File: src/rtl/muldiv_unit_if.sv
// Handshake and operand/result bundle between the pipeline controller and muldiv_unit.
// The controller side drives the request; the unit side returns status and the hi/lo result.
interface muldiv_unit_if #(
  parameter int WIDTH = 32
);
  logic             start;
  logic [1:0]       op;
  logic [WIDTH-1:0] opa;
  logic [WIDTH-1:0] opb;
  logic             busy;
  logic             done;
  logic [WIDTH-1:0] hi;
  logic [WIDTH-1:0] lo;
  logic             div_by_zero;

  modport master (
    output start, op, opa, opb,
    input  busy, done, hi, lo, div_by_zero
  );

  modport slave (
    input  start, op, opa, opb,
    output busy, done, hi, lo, div_by_zero
  );
endinterface

File: src/rtl/muldiv_unit.sv
// Iterative multiply/divide: WIDTH shift-add or restoring-subtract steps on magnitudes,
// then one cycle of sign fixup. Divide by zero short-circuits straight to DONE.
module muldiv_unit #(
  parameter int WIDTH = 32
) (
  input  logic        clock,
  input  logic        reset,
  muldiv_unit_if.slave bus
);
  localparam int CW = $clog2(WIDTH + 1);
  localparam int DW = 2 * WIDTH;

  typedef enum logic [1:0] {
    IDLE = 2'd0,
    CALC = 2'd1,
    FIX  = 2'd2,
    DONE = 2'd3
  } state_t;

  state_t           state_r;
  logic [CW-1:0]    cnt_r;
  logic [DW-1:0]    acc_r;
  logic [WIDTH-1:0] shift_r;
  logic [WIDTH-1:0] addend_r;
  logic             op_div_r;
  logic             neg_p_r;
  logic             neg_r_r;
  logic             busy_r;
  logic             done_r;
  logic             dbz_r;
  logic [WIDTH-1:0] hi_r;
  logic [WIDTH-1:0] lo_r;

  logic             sign_a_s;
  logic             sign_b_s;
  logic [WIDTH-1:0] mag_a_s;
  logic [WIDTH-1:0] mag_b_s;
  logic             accept_s;
  logic             dbz_s;
  logic [WIDTH:0]   mul_sum_s;
  logic [WIDTH:0]   rem_sh_s;
  logic             rem_ge_s;
  logic [WIDTH-1:0] rem_diff_s;
  logic [DW-1:0]    acc_next_s;
  logic [WIDTH-1:0] shift_next_s;
  logic [DW-1:0]    prod_s;
  logic [WIDTH-1:0] fix_hi_s;
  logic [WIDTH-1:0] fix_lo_s;

  function automatic logic [WIDTH-1:0] cneg(input logic [WIDTH-1:0] v, input logic en);
    logic [WIDTH-1:0] r;
    if (en) begin
      r = ~v + WIDTH'(1);
    end else begin
      r = v;
    end
    return r;
  endfunction

  assign bus.busy        = busy_r;
  assign bus.done        = done_r;
  assign bus.hi          = hi_r;
  assign bus.lo          = lo_r;
  assign bus.div_by_zero = dbz_r;

  // Request decode: signs only matter for the signed ops, magnitudes feed the datapath.
  always_comb begin
    sign_a_s = bus.op[0] & bus.opa[WIDTH-1];
    sign_b_s = bus.op[0] & bus.opb[WIDTH-1];
    mag_a_s  = cneg(bus.opa, sign_a_s);
    mag_b_s  = cneg(bus.opb, sign_b_s);
    accept_s = bus.start & ((state_r == IDLE) | (state_r == DONE));
    dbz_s    = bus.op[1] & (bus.opb == {WIDTH{1'b0}});
  end

  // One iteration: right-shift/add for multiply, shift/trial-subtract for divide.
  always_comb begin
    mul_sum_s  = {1'b0, acc_r[DW-1:WIDTH]} + {1'b0, (shift_r[0] ? addend_r : {WIDTH{1'b0}})};
    rem_sh_s   = {acc_r[DW-1:WIDTH], shift_r[WIDTH-1]};
    rem_ge_s   = (rem_sh_s >= {1'b0, addend_r});
    // The true difference is below the divisor, so modulo-2^WIDTH arithmetic is exact.
    rem_diff_s = rem_sh_s[WIDTH-1:0] - addend_r;
    if (op_div_r) begin
      if (rem_ge_s) begin
        acc_next_s = {rem_diff_s, acc_r[WIDTH-2:0], 1'b1};
      end else begin
        acc_next_s = {rem_sh_s[WIDTH-1:0], acc_r[WIDTH-2:0], 1'b0};
      end
      shift_next_s = {shift_r[WIDTH-2:0], 1'b0};
    end else begin
      acc_next_s   = {mul_sum_s, acc_r[WIDTH-1:1]};
      shift_next_s = {1'b0, shift_r[WIDTH-1:1]};
    end
  end

  // Sign fixup: full-width negate for the product, separate negates for quotient/remainder.
  always_comb begin
    if (neg_p_r) begin
      prod_s = ~acc_r + DW'(1);
    end else begin
      prod_s = acc_r;
    end
    if (op_div_r) begin
      fix_hi_s = cneg(acc_r[DW-1:WIDTH], neg_r_r);
      fix_lo_s = cneg(acc_r[WIDTH-1:0], neg_p_r);
    end else begin
      fix_hi_s = prod_s[DW-1:WIDTH];
      fix_lo_s = prod_s[WIDTH-1:0];
    end
  end

  // Control FSM with registered status and result outputs.
  always_ff @(posedge clock or posedge reset) begin
    if (reset) begin
      state_r  <= IDLE;
      cnt_r    <= {CW{1'b0}};
      acc_r    <= {DW{1'b0}};
      shift_r  <= {WIDTH{1'b0}};
      addend_r <= {WIDTH{1'b0}};
      op_div_r <= 1'b0;
      neg_p_r  <= 1'b0;
      neg_r_r  <= 1'b0;
      busy_r   <= 1'b0;
      done_r   <= 1'b0;
      dbz_r    <= 1'b0;
      hi_r     <= {WIDTH{1'b0}};
      lo_r     <= {WIDTH{1'b0}};
    end else begin
      case (state_r)
        IDLE, DONE: begin
          if (accept_s) begin
            op_div_r <= bus.op[1];
            if (dbz_s) begin
              state_r <= DONE;
              hi_r    <= bus.opa;
              lo_r    <= {WIDTH{1'b1}};
              dbz_r   <= 1'b1;
              done_r  <= 1'b1;
              busy_r  <= 1'b0;
            end else begin
              state_r  <= CALC;
              cnt_r    <= CW'(WIDTH);
              acc_r    <= {DW{1'b0}};
              shift_r  <= bus.op[1] ? mag_a_s : mag_b_s;
              addend_r <= bus.op[1] ? mag_b_s : mag_a_s;
              neg_p_r  <= sign_a_s ^ sign_b_s;
              neg_r_r  <= sign_a_s;
              dbz_r    <= 1'b0;
              busy_r   <= 1'b1;
              done_r   <= 1'b0;
            end
          end else begin
            state_r <= IDLE;
            done_r  <= 1'b0;
          end
        end
        CALC: begin
          acc_r   <= acc_next_s;
          shift_r <= shift_next_s;
          cnt_r   <= cnt_r - CW'(1);
          if (cnt_r == CW'(1)) begin
            state_r <= FIX;
          end else begin
            state_r <= CALC;
          end
        end
        FIX: begin
          hi_r    <= fix_hi_s;
          lo_r    <= fix_lo_s;
          busy_r  <= 1'b0;
          done_r  <= 1'b1;
          state_r <= DONE;
        end
        default: begin
          state_r <= IDLE;
          busy_r  <= 1'b0;
          done_r  <= 1'b0;
        end
      endcase
    end
  end
endmodule

File: src/flat_wrapper.sv
// flat-port wrapper written by rule: the top's interface ports become plain ports
module muldiv_unit_flat 
#(
  parameter int WIDTH = 32
)
  (clock, reset, bus_start, bus_op, bus_opa, bus_opb, bus_busy, bus_done, bus_hi, bus_lo, bus_div_by_zero);
  muldiv_unit_if #(.WIDTH(WIDTH)) bus_i ();
  input  logic clock;
  input  logic reset;
  input wire logic [$bits(bus_i.start)-1:0] bus_start;
  input wire logic [$bits(bus_i.op)-1:0] bus_op;
  input wire logic [$bits(bus_i.opa)-1:0] bus_opa;
  input wire logic [$bits(bus_i.opb)-1:0] bus_opb;
  output wire logic [$bits(bus_i.busy)-1:0] bus_busy;
  output wire logic [$bits(bus_i.done)-1:0] bus_done;
  output wire logic [$bits(bus_i.hi)-1:0] bus_hi;
  output wire logic [$bits(bus_i.lo)-1:0] bus_lo;
  output wire logic [$bits(bus_i.div_by_zero)-1:0] bus_div_by_zero;
  assign bus_i.start = bus_start;
  assign bus_i.op = bus_op;
  assign bus_i.opa = bus_opa;
  assign bus_i.opb = bus_opb;
  assign bus_busy = bus_i.busy;
  assign bus_done = bus_i.done;
  assign bus_hi = bus_i.hi;
  assign bus_lo = bus_i.lo;
  assign bus_div_by_zero = bus_i.div_by_zero;
  muldiv_unit #(.WIDTH(WIDTH)) u_core (.clock(clock), .reset(reset), .bus(bus_i));
endmodule
File: config.mk
export PLATFORM = sky130hd
export DESIGN_NAME = muldiv_unit_flat
export DESIGN_NICKNAME = d
export VERILOG_FILES = /design/src/rtl/muldiv_unit_if.sv /design/src/rtl/muldiv_unit.sv /design/src/flat_wrapper.sv
export SDC_FILE = /design/constraint.sdc
export NUM_CORES = 1
export LEC_CHECK = 0
export ABC_AREA = 0
export BUFFER_PORTS_ARGS = -buffer_cell sky130_fd_sc_hd__buf_2
export CORE_MARGIN = 10
export CORE_UTILIZATION = 60
export DETAILED_ROUTE_END_ITERATION = 10
export PLACE_DENSITY = 0.82
export SETUP_SLACK_MARGIN = 0.15
export SYNTH_ARGS = -nofsm -noshare
export SYNTH_HDL_FRONTEND = slang
export SYNTH_SLANG_ARGS = --single-unit
File: constraint.sdc
create_clock -name clock -period 13.5 [get_ports clock]
set_input_delay 2.7 -clock clock [delete_from_list [all_inputs] [get_ports clock]]
set_output_delay 2.7 -clock clock [all_outputs]
set_load 0.02 [all_outputs]
# Word-level counts from Yosys, hierarchy flattened
# Cells that the tools add are included.
# word_totals
in_bits,69
register_bits,206
# classes
reduce_logical,10
bitwise_logic,12
eq_ne,7
n_lt_le_gt_ge,1
n_mux,38
add_sub_neg,8
# ops
operator,n
32-bit 2-to-1 mux,16
64-bit 2-to-1 mux,5
32-bit case mux with 2 select lines,3
32-bit by 1-bit adder with 32-bit output (second input constant),4
32-bit NOT,4
64-bit case mux with 2 select lines,1
64-bit by 1-bit adder with 64-bit output (second input constant),1
64-bit NOT,1
32-bit by 32-bit adder with 33-bit output,1
33-bit by 32-bit >= comparator with 1-bit output,1
32-bit zero test,1
32-bit subtractor,1
6-bit 2-to-1 mux,2
6-bit case mux with 2 select lines,1
3-bit AND reduction,3
6-bit by 1-bit equality test with 1-bit output (second input constant),1
2-bit 2-to-1 mux,3
2-bit case mux with 3 select lines,1
6-bit by 1-bit subtractor with 6-bit output (second input constant),1
1-bit AND,4
2-bit equality test (second input constant),2
1-bit 2-to-1 mux,4
2-bit by 1-bit != test with 1-bit output (second input constant),2
1-bit case mux with 2 select lines,2
other kinds (9),11

# Logic depth before layout (Yosys ltp)
# logic_depth
depth_word,7
ltp_mapped,15
ltp_nobuf,14

# Least setup slack after synthesis
# No wires, ideal clock.
# synth_path
path_type,input -> register
start,input port bus_opb[14]
end,register u_core.acc_r[61]
n_path_buf,3
setup_slack_ps,8016
arrival_time_ps,5356
setup_time_ps,128
path_stages,12
path_cell_list,or4_1 -> or3_1 -> or3_1 -> clkbuf_1 -> o21ai_0 -> a21oi_1 -> and2_0 -> clkbuf_1 -> nand2_1 -> clkbuf_1 -> a2bb2oi_1 -> o21ai_0
# synth_via
elab_chain_cells,4
# synth_lines
element,line,text
from (decl),flat_wrapper.sv:13,input wire logic [$bits(bus_i.opb)-1:0] bus_opb;
32-bit zero test,muldiv_unit.sv:73,dbz_s = bus.op[1] & (bus.opb == {WIDTH{1'b0}});
1-bit AND,muldiv_unit.sv:73,
2-bit != test (no source line),-,
3-bit AND reduction (no source line),-,
to (signal assigned),muldiv_unit.sv:117,acc_r <= {DW{1'b0}};
to (signal assigned),muldiv_unit.sv:143,acc_r <= {DW{1'b0}};
to (signal assigned),muldiv_unit.sv:158,acc_r <= acc_next_s;
to (decl),muldiv_unit.sv:22,logic [DW-1:0] acc_r;
# No other way between the ends.
# A chain may end at the register's enable or synchronous reset.

# Final worst setup path
# layout_path
start,input port bus_opb[4]
end,register u_core.acc_r[56]
# The elaborated chain is that of the path after synthesis.

==> metrics.txt <==
register area share after synthesis=31.36%; Setup Skew=10.20 ps; via count=16,097; kind of critical path=input pin to flop; Routed WL=53,390 um; commonest register cell after synthesis=dfrtp_1; crit share post-route=48.18%; via-per-instance ratio=6.546; per-cell routed wire length=21.71 um; worst vdd rail ir drop=180.6 uV; Syn Std Cell Area=16,440 um^2; first-pass GRT wire length=82,950 um; CTS Buf Count=24; Area Growth Syn to Fin=9.569%; Filler Cell Count=2,251; mean post-synth cell area=8.010 um^2; cts hold-fix bufs=0; largest family of logic cells by synthesized area=compound AO/OA/AOI/OAI gates; crit path max fanout=72; PwrDens=220.2 nW/um^2; DR pass1 iterations=5; register bit total from synthesis=206; root buffer cell=clkbuf_16; Die ar.=34,410 um^2; Cell variety after synth=72; vias in the first global route=15,012; Fin Setup TNS=0 ps; 1st-iter DRT viols=1,794; Initial Util=60.98%; Worst Setup Start Kind=input pin; Detail Placement HPWL=39,440 um; FF+latch area=5159 um^2; final hold vios=0; die height=185.5 um; H-tree lvl count=1; Reg clk slew, reported paths=60 ps; max cap viols=0; CTS Buffer Depth=3; Final GP Congestion=0.9930; simple-gate portion of the synthesized area=19.40%; final-report max-slew violation count=0; Synth Area in Compound Gates=23.03%; Pleak=0.007979 uW; Global Route Usage Sum=30.34%; # Post-CTS Setup Buffers=0; Warnings, synthesis=0; synthesized instance count=2,052; Site Rows=60; initial antenna violation count=3; # port buffers=135; CP Capture Type=flop; die width=185.5 um; post-layout net count=2,243; grt total ovfl=0; Post-synth EDFFs=0; final-report setup violation count=0; final hold slack=474.2 ps; CTS sink cnt=206; Synth Area in XOR/XNOR=9.166%; min cycle time layout=6505 ps; Slew @ Worst Pin=1100 ps; CTS tree=done; # resized after CTS=0; adder-cell area share of the yosys netlist=5.801%; Core Area=26,950 um^2; post-route ant nets=0; maximum clock rate=153.7 MHz; later-pin clock latency in the skew report=530 ps; largest net degree at the start of global routing=132; IO Pins=136; unrepaired setup endpoints after global routing=no; CP required=13,890 ps; proportion of synthesized area in mux cells=6.699%; share of cells above drive strength 1=13.19%; ys async rst share=100.0%; Post-Synthesis Net Count=2,196; Max-slew headroom=26.51%; WP data arrival=6890 ps; Hold Path Class=flop to flop; status=finished, final reports clean; DRC=0; area of the multi-input gates=10,610 um^2
[worst max-delay path, stage by stage]
cell      delay, ps
buf_2           120
nor4_1          630
nand4_1         410
or3_1           580
o21ai_0         420
nand2_1         160
nand2_4         560
buf_4           570
nor2_1          300
a221oi_1        280
o21ai_0         110
[report_power, final]
part / switching (uW) / internal (uW) / leakage [uW]
logic: 1380 / 892 / 0.00505
registers: 270 / 786 / 0.00256
clock network: 270 / 363 / 0.000368
[final timing paths]
check	from	to	slack [ps]	depth (start not counted)
max in group asynchronous	reset	u_core.acc_r[43]$_DFFE_PP0P_	9590	3
worst max-delay path	bus_opb[4]	u_core.acc_r[56]$_DFFE_PP0P_	7000	11
worst min register to register	u_core.bus.hi[14]$_DFFE_PP0P_	u_core.bus.hi[14]$_DFFE_PP0P_	470	2
min in group asynchronous	reset	u_core.shift_r[12]$_DFFE_PP0P_	2340	2
worst max register to register	u_core.shift_r[0]$_DFFE_PP0P_	u_core.acc_r[62]$_DFFE_PP0P_	9080	13
worst min-delay path	u_core.bus.hi[14]$_DFFE_PP0P_	u_core.bus.hi[14]$_DFFE_PP0P_	470	2
[routing by layer]
metal	routed length [um]	GRT usage (%)
met4	2745	14.53
met2	23780	47.00
met1	21870	40.41
met3	4989	5.089
met5	0	0
[cell usage in the layout, fill, tap and decap left out, types with 24 or more instances in the layout]
master	synthesis	routed
dfrtp_1	206	205
nand3_1	51	50
a211oi_1	35	35
buf_2	1	135
and2_1	41	41
o31ai_1	27	27
nor3_1	34	34
nand2_1	251	250
a31oi_1	31	31
inv_1	67	66
a21oi_1	181	179
clkbuf_16	0	24
mux2i_1	38	38
xnor2_1	88	88
xor2_1	84	84
mux2_2	64	64
ha_1	73	71
a21o_1	24	24
o21ai_0	209	209
nor2_1	154	154
and3_1	24	24
[synthesized netlist by cell type (21+ instances only)]
cell | instances | share of area (%)
mux2i_1 | 38 | 2.3
a211oi_1 | 35 | 1.6
a21o_1 | 24 | 1.1
and3_1 | 24 | 0.91
xor2_1 | 84 | 4.5
nand2_1 | 251 | 5.7
a21oi_1 | 181 | 5.5
nor3_1 | 34 | 1.0
nand3_1 | 51 | 1.6
mux2_2 | 64 | 4.4
o31ai_1 | 27 | 1.2
xnor2_1 | 88 | 4.7
a31oi_1 | 31 | 1.2
clkbuf_1 | 110 | 2.5
o21ai_0 | 209 | 6.4
ha_1 | 73 | 5.6
or3_1 | 21 | 0.80
and2_1 | 41 | 1.6
nor2_1 | 154 | 3.5
inv_1 | 67 | 1.5
dfrtp_1 | 206 | 31
[sequential cells by signal, indices dropped and copies added, names as in the netlist]
register,count
u_core.bus.hi,32
u_core.bus.lo,32
u_core.neg_p_r,1
u_core.cnt_r,6
u_core.bus.div_by_zero,1
u_core.shift_r,32
u_core.acc_r,64
u_core.state_r,2
u_core.op_div_r,1
u_core.neg_r_r,1
u_core.bus.busy,1
u_core.bus.done,1
u_core.addend_r,32
[logic make-up after synthesis]
family	Yosys count
multiplexers	102
adder cells (fa/ha/maj)	75
buffers and inverters	196
AND/OR/NAND/NOR	677
AO/OA/AOI/OAI	624
XOR/XNOR	172
flip-flops	206
[cell type report]
class,instances,share of cell area [%]
Multi-Input combinational cell,1650,58.93
Clock inverter,10,0.5280
Sequential cell,206,28.65
Clock buffer,32,3.668
Antenna cell,3,0.04169
Tap cell,341,2.369
Timing Repair Buffer,150,4.377
Inverter,67,1.438
[metrics by stage]
stage                     power [uW]  instances  setup WS (ps)  cell area, um^2  util [%]
final                           3965       2459           6995            18010     66.82
after global routing            4207       2458           6654            18010     66.81
after CTS                       3907       2456           7104            18000     66.79
after detailed placement        3262       2414           6547            17250     63.99
after global placement          3210       2414           6703            17250     63.99
after floorplan                 2640       2052           5176            16440         -
Note: power is estimated with default switching activity, not from simulation.
